**src/rtl/arbitro_rr_pkg.sv**
```systemverilog
// Shared constants and FSM encoding for the transmit-side round-robin arbiter.
package arbitro_rr_pkg;

    localparam int unsigned N_FIFOS = 4;
    localparam int unsigned SEL_W   = 2;

    typedef enum logic [1:0] {
        StIdle  = 2'd0,
        StArb   = 2'd1,
        StPausa = 2'd2
    } estado_e;

endpackage

```
**src/rtl/arbitro_rr_prioridad.sv**
```systemverilog
// Circular priority search: first non-empty FIFO after last_grant, one-hot plus index.
module rr_prioridad
    import arbitro_rr_pkg::*;
(
    input  logic [N_FIFOS-1:0] empty,
    input  logic [SEL_W-1:0]   last_grant,
    input  logic               en,
    output logic [N_FIFOS-1:0] grant,
    output logic [SEL_W-1:0]   idx
);

    logic             found;
    logic [SEL_W-1:0] cand;

    always_comb begin
        grant = '0;
        idx   = '0;
        found = 1'b0;
        cand  = '0;
        // Offsets 1..N_FIFOS; the 2-bit add wraps 3+1 to 0 and ends on last_grant itself.
        for (int k = 1; k <= N_FIFOS; k++) begin
            cand = last_grant + SEL_W'(k);
            if (!found && !empty[cand]) begin
                found = 1'b1;
                idx   = cand;
            end
        end
        if (en && found) begin
            grant[idx] = 1'b1;
        end
    end

endmodule

```
**src/rtl/arbitro_rr.sv**
```systemverilog
// Round-robin drain of four input FIFOs into one output path; selector is aligned
// with the one-cycle FIFO read latency.
module arbitro_rr
    import arbitro_rr_pkg::*;
(
    input  logic               clk,
    input  logic               reset_L,
    input  logic [N_FIFOS-1:0] empty,
    input  logic               almost_full,
    output logic [N_FIFOS-1:0] pop,
    output logic               push,
    output logic [SEL_W-1:0]   selector,
    output logic               idle
);

    estado_e          state_q;
    logic [SEL_W-1:0] last_grant_q;
    logic [SEL_W-1:0] selector_q;
    logic             push_q;
    logic             arb_en;
    logic [SEL_W-1:0] g;

    // almost_full gates pop combinationally so no new word leaves once it rises.
    assign arb_en = (state_q == StArb) && !almost_full;

    rr_prioridad u_rr_prioridad (
        .empty      (empty),
        .last_grant (last_grant_q),
        .en         (arb_en),
        .grant      (pop),
        .idx        (g)
    );

    always_ff @(posedge clk or negedge reset_L) begin
        if (!reset_L) begin
            state_q      <= StIdle;
            last_grant_q <= SEL_W'(N_FIFOS - 1);
            selector_q   <= '0;
            push_q       <= 1'b0;
        end else begin
            push_q <= |pop;
            if (|pop) begin
                selector_q   <= g;
                last_grant_q <= g;
            end
            case (state_q)
                StIdle: begin
                    if (!(&empty)) begin
                        state_q <= almost_full ? StPausa : StArb;
                    end
                end
                StArb: begin
                    if (almost_full) begin
                        state_q <= StPausa;
                    end else if (&empty) begin
                        state_q <= StIdle;
                    end
                end
                StPausa: begin
                    if (!almost_full) begin
                        state_q <= (&empty) ? StIdle : StArb;
                    end
                end
                default: state_q <= StIdle;
            endcase
        end
    end

    assign push     = push_q;
    assign selector = selector_q;
    assign idle     = (state_q == StIdle);

endmodule
```
**config.mk**
```make
export PLATFORM = sky130hd
export DESIGN_NAME = arbitro_rr
export DESIGN_NICKNAME = d
export VERILOG_FILES = /design/src/rtl/arbitro_rr_pkg.sv /design/src/rtl/arbitro_rr_prioridad.sv /design/src/rtl/arbitro_rr.sv
export SDC_FILE = /design/constraint.sdc
export NUM_CORES = 1
export LEC_CHECK = 0
export ABC_AREA = 1
export BUFFER_PORTS_ARGS = -buffer_cell sky130_fd_sc_hd__buf_2
export CAP_MARGIN = 40
export CORE_MARGIN = 4
export CORE_UTILIZATION = 51
export DETAILED_ROUTE_END_ITERATION = 10
export GPL_ROUTABILITY_DRIVEN = 0
export PLACE_DENSITY_LB_ADDON = 0.12
export SLEW_MARGIN = 30
export SYNTH_ARGS = -nofsm -noshare
export SYNTH_HDL_FRONTEND = slang
export SYNTH_SLANG_ARGS = --single-unit
```
**constraint.sdc**
```tcl
create_clock -name clk -period 2.1 [get_ports clk]
set_input_delay 0.42 -clock clk [delete_from_list [all_inputs] [get_ports clk]]
set_output_delay 0.42 -clock clk [all_outputs]
set_load 0.05 [all_outputs]
```
### After elaboration in Yosys (flattened, before gate mapping)

Index checks and enable logic that the tools add are counted.

* bits in registers: 7
* output and inout port bits: 8
* logic and storage cells: 60

* $add $sub $neg: 3
* order comparisons: 6
* equal/unequal tests: 5
* mux-type cells: 26
* reduce and logical (&&, ||, !) cells: 16

Operators by type and width (count)
* 2-bit two-way mux: 9
* 2-bit by 3-bit less-than comparator with 1-bit output (second input constant): 5
* 1-bit two-way mux: 10
* 1-bit binary-select mux with 2-bit select: 4
* 1-bit logical AND: 6
* 1-bit logical NOT: 6
* 2-bit case mux with 3 select lines: 1
* 2-bit adder (second input constant): 2
* 4-bit two-way mux: 1
* 2-bit inequality test (second input constant): 2
* 4-bit AND reduction: 1
* 4-bit OR reduction: 1
* 3-bit by 2-bit inequality test with 1-bit output (second input constant): 1
* 3-bit AND reduction: 1
* 2-bit by 1-bit adder with 2-bit output (second input constant): 1
* 1-bit demux with 2-bit select: 1
* 2-bit by 1-bit equality test with 1-bit output (second input constant): 1
* 2-bit equality test (second input constant): 1
* 2-bit by 1-bit >= comparator with 1-bit output (second input constant): 1
* 2-bit logical NOT: 1

### Depth between registers and ports, before layout

* word-level depth: 18
* gate-level depth with buffers: 12
* mapped depth without buffers: 11

### Hierarchy

From an unflattened synthesis, not the netlist that was laid out.

* cells, all modules: 113
* area total of the unflattened synthesis: 693.2 um^2

By module, submodules not included
* rr_prioridad: instances 1, cells an instance 81, area an instance 387.9 um^2, sequential area each 0.0 um^2
* arbitro_rr: instances 1, cells an instance 32, area an instance 305.3 um^2, sequential area each 177.7 um^2

### Least setup slack after synthesis

No wires, ideal clock.

* kind: register -> output
* from: reg last_grant_q[1]
* to: out pop[2]
* arrival time: 1943 ps
* data required time: 1680 ps
* slack: -263 ps
* stages on the path, launching flop included: 12
* path buffers: 1
* cells stage by stage: dfstp_2 > buf_4 > inv_4 > nand2_1 > nand2_2 > nand2_2 > nand2_2 > nor2_4 > nand4_2 > nand2_1 > nand2_2 > nor2_1

* cells in the longest elaborated chain, start to end: 17

RTL lines
* start: declaration: line arbitro_rr.sv:17 `logic [SEL_W-1:0] last_grant_q;`
* start signal: assignment: line arbitro_rr.sv:37 `last_grant_q <= SEL_W'(N_FIFOS - 1);`
* start signal: assignment: line arbitro_rr.sv:44 `last_grant_q <= g;`
* 2-bit adder: line arbitro_rr_prioridad.sv:22 `cand = last_grant + SEL_W'(k);`
* 1-bit binary-select mux with 2-bit select: line arbitro_rr_prioridad.sv:23 `if (!found && !empty[cand]) begin`
* 1-bit two-way mux (implied by the code): line arbitro_rr_prioridad.sv:23
* 1-bit logical NOT: line arbitro_rr_prioridad.sv:23
* 1-bit logical AND: line arbitro_rr_prioridad.sv:23
* 1-bit two-way mux: line arbitro_rr_prioridad.sv:23
* 1-bit logical NOT: line arbitro_rr_prioridad.sv:23
* 1-bit logical AND: line arbitro_rr_prioridad.sv:23
* 1-bit two-way mux: line arbitro_rr_prioridad.sv:23
* 1-bit logical NOT: line arbitro_rr_prioridad.sv:23
* 1-bit logical AND: line arbitro_rr_prioridad.sv:23
* 2-bit two-way mux: line arbitro_rr_prioridad.sv:23
* 2-bit by 3-bit less-than comparator with 1-bit output (implied by the code) or 2-bit by 1-bit >= comparator with 1-bit output (tied branches): line arbitro_rr_prioridad.sv:29 `grant[idx] = 1'b1;`
* 1-bit logical AND (implied by the code): line arbitro_rr_prioridad.sv:29
* 1-bit two-way mux (implied by the code): line arbitro_rr_prioridad.sv:29
* 1-bit demux with 2-bit select
* 4-bit two-way mux (*): line arbitro_rr_prioridad.sv:28 `if (en && found) begin`
* end: declaration: line arbitro_rr.sv:10 `output logic [N_FIFOS-1:0] pop,`

Mark *: on every way between the ends. The rest lies on a longest branch, timed or not. The select of a mux whose other input is x is not followed.

### Worst setup path after layout

* from: reg last_grant_q[0]
* to: out pop[3]

The elaborated chain is that of the path after synthesis.

==> run_results.csv <==
group,metric,value,unit
finish,final_nets,141,
logic_synthesis,synth.cells.most_frequent,"nand2_1 (42), nand2_2 (12), inv_1 (11)",
critical_path,reg2reg_depth,13,
logic_synthesis,synth_top_family_by_area,"simple AND/OR/NAND/NOR gates",
grt,track_usage,0.205,
logic_synthesis,yosys.area_share.simple,0.616,
logic_synthesis,ys.flop_type,"dfrtp_1",
sta,period_share,1.13,
route,wl_per_cell,12.0,µm
logic_synthesis,synth_edf_count,0,
logic_synthesis,synth.distinct_cells,19,
hold_path,hold_path_depth,4,
floorplanning,rows,12,
floorplanning,die_x,44.5,µm
logic_synthesis,synth_compound_area_frac,0.0129,
clock_network,clockBufferDepth,2,
clock_network,clockRootBuffer,"clkbuf_4",
power_and_ir_drop,powerDensity,1610,nW/µm²
sta,slew_viol_final,0,
logic_synthesis,syn_area,678,µm²
sta,whs,0.442,ns
finish,multi_input_area,479,µm²
finish,final-seq-area,178,µm²
floorplanning,die-area,1980,µm²
critical_path,start_kind,"flop",
sta,rsz0062_at_grt,"true",
route,num_vias,748,
clock_network,path_clk_slew,0.05,ns
grt,antenna_found_initial,0,
placed_design,dpl-instance-area,807,µm²
sta,slew_headroom,0.834,
finish,nFillCells,78,
job,cap_violations,0,
route,routed_wl,1.77,mm
clock_network,cts_tree,"yes",
logic_synthesis,ys_ff_latch,7,
critical_path,worstPathRequired,1.68,ns
route,viasPerCell,5.09,
critical_path,crit_type,"reg -> out",
route,first_pass_iters,4,
sta,fmax,0.420,GHz
power_and_ir_drop,ir_drop,995,µV
route,drc,0,
clock_network,numCtsBuffers,3,
floorplanning,die_y,44.5,µm
logic_synthesis,avgSynthCellArea,6.46,µm²
route,drt-initial-drc-count,15,
logic_synthesis,yosys.area_share.adder,0,
logic_synthesis,async_reset_ff_frac,1.00,
finish,syn_to_final_growth,40.6,%
route,ant_nets,0,
power_and_ir_drop,p_leak,0.548,nW
power_and_ir_drop,power,1.53,mW
finish,final_core_util,0.814,
logic_synthesis,synth_nets,112,
sta,totalNegativeSetupSlack,-1.10,ns
sta,hold_viol_final,0,
finish,finalInstanceArea,953,µm²
sta,fin_worst_skew,0.00208,ns
logic_synthesis,ys_seq_area_frac,0.262,
grt,first_global_vias,689,
placed_design,io_buffers,14,
logic_synthesis,synthMuxAreaShare,0,
finish,drive_gt1_frac,0.526,
logic_synthesis,synth.yosys.warnings,0,
critical_path,end_kind,"output pin",
logic_synthesis,synthTopCellsByArea,"nand2_1 (23%), dfrtp_1 (18%), nand2_2 (11%)",
grt,grt_pass1_wl,2.90,mm
outcome,violations,"setup timing",
floorplanning,start_util,0.579,
outcome,status,"finished, violations left",
clock_network,clk-insertion-delay-late,0.25,ns
logic_synthesis,synth_xor_area_frac,0,
logic_synthesis,synth_area_leader_cell,"nand2_1",
placed_design,dpl.hpwl,1.21,mm
floorplanning,coreArea,1170,µm²
clock_network,cts_sinks,7,
logic_synthesis,netlist.area_leader.share,0.232,
grt,grt-ovfl-total,0,
logic_synthesis,synth.most_common_cell,"nand2_1",
finish,n_antenna_cell,0,
sta,setup_viol,4,
sta,finalCriticalPeriod,2.38,ns
logic_synthesis,synth_cells,105,
sta,timing_worst_slew_pin_value,0.251,ns
critical_path,arrival,1.96,ns
sta,setup_slack,-0.283,ns
grt,grt_max_degree,10,
floorplanning,ios,15,
clock_network,h-tree-depth,1,
critical_path,critPathMaxFanout,9,
hold_path,hp-class,"in -> reg",
## worst paths after layout
| kind | start | end | slack [ns] |
|---|---|---|---|
| worst max-delay path | last_grant_q[0]$_DFFE_PN1P_ | pop[3] | -0.28 |
| worst min-delay path | almost_full | state_q[0]$_DFFE_PN0P_ | 0.44 |
| worst max register to register | last_grant_q[0]$_DFFE_PN1P_ | selector[0]$_DFFE_PN0P_ | 0.19 |
| worst min register to register | selector[0]$_DFFE_PN0P_ | selector[0]$_DFFE_PN0P_ | 0.47 |
| max in group asynchronous | reset_L | last_grant_q[0]$_DFFE_PN1P_ | 1.34 |
| min in group asynchronous | reset_L | selector[1]$_DFFE_PN0P_ | 0.53 |
## power breakdown
part | switching (mW) | internal (mW)
combinational | 0.733 | 0.434
sequential | 0.0566 | 0.189
clock | 0.0480 | 0.0724
total | 0.838 | 0.695
## cell families after synthesis
kind of cell / after synthesis
compound gates: 1
buf+inv: 16
flops: 7
simple gates: 81
## layout by cell type (no fill, tap or decap)
cell type and count:
nand2_4 3, nand3_2 5, nor2_4 4, buf_2 10, nand2_2 18, buf_6 6, clkbuf_4 3, dfrtp_1 5
o21ai_2 1, dfstp_2 2, clkbuf_1 1, nand4_1 3, nor2_2 3, inv_4 2, buf_4 9, nor3_1 2
inv_2 2, inv_1 10, nor2_1 3, nand3_1 2, dlygate4sd3_1 1, nand4_2 2, nand2_1 36
## state kept, by name (all words and copies together) (netlist names)
signal and count:
state_q 2, push 1, last_grant_q 2, selector 2
## worst max-delay path: stages (launching register included)
cell and delay [ns]:
dfstp_2 0.62, inv_4 0.08, nand2_1 0.06, nand2_1 0.09, nand2_2 0.10, nand2_2 0.07
nor2_4 0.11, nand4_2 0.09, nand2_1 0.10, nand2_2 0.08, nor2_2 0.14, buf_6 0.17
## through the flow
stage	std cells	worst slack, ns
6_report	147	-0.283
3_5_place_dp	137	-0.0512
5_1_grt	147	-0.399
2_1_floorplan	105	-0.0450
4_1_cts	145	-0.217
3_3_place_gp	137	-0.00301
## layout make-up
class	instances	area share
Clock buffer	4	0.0276
Inverter	14	0.0604
Multi-Input combinational cell	82	0.503
Sequential cell	7	0.186
Tap cell	14	0.0184
Timing Repair Buffer	26	0.205
## routing by layer
layer	global-route usage	vias to the layer above	routed length, µm
li1	-	377	-
met1	0.224	346	715
met2	0.370	23	957
met3	0.0610	2	83
met4	0.0723	0	8
met5	0	-	0
## timing repair
item / CTS / global route
hold buffers: 1 / 0
gates resized for setup: 17 / 6
endpoints found under the hold margin: 5 / 0
endpoints found under the setup margin: 4 / 4
pin swaps: 3 / 6
setup buffers: 3 / 2
(Power assumes the default switching activity.)
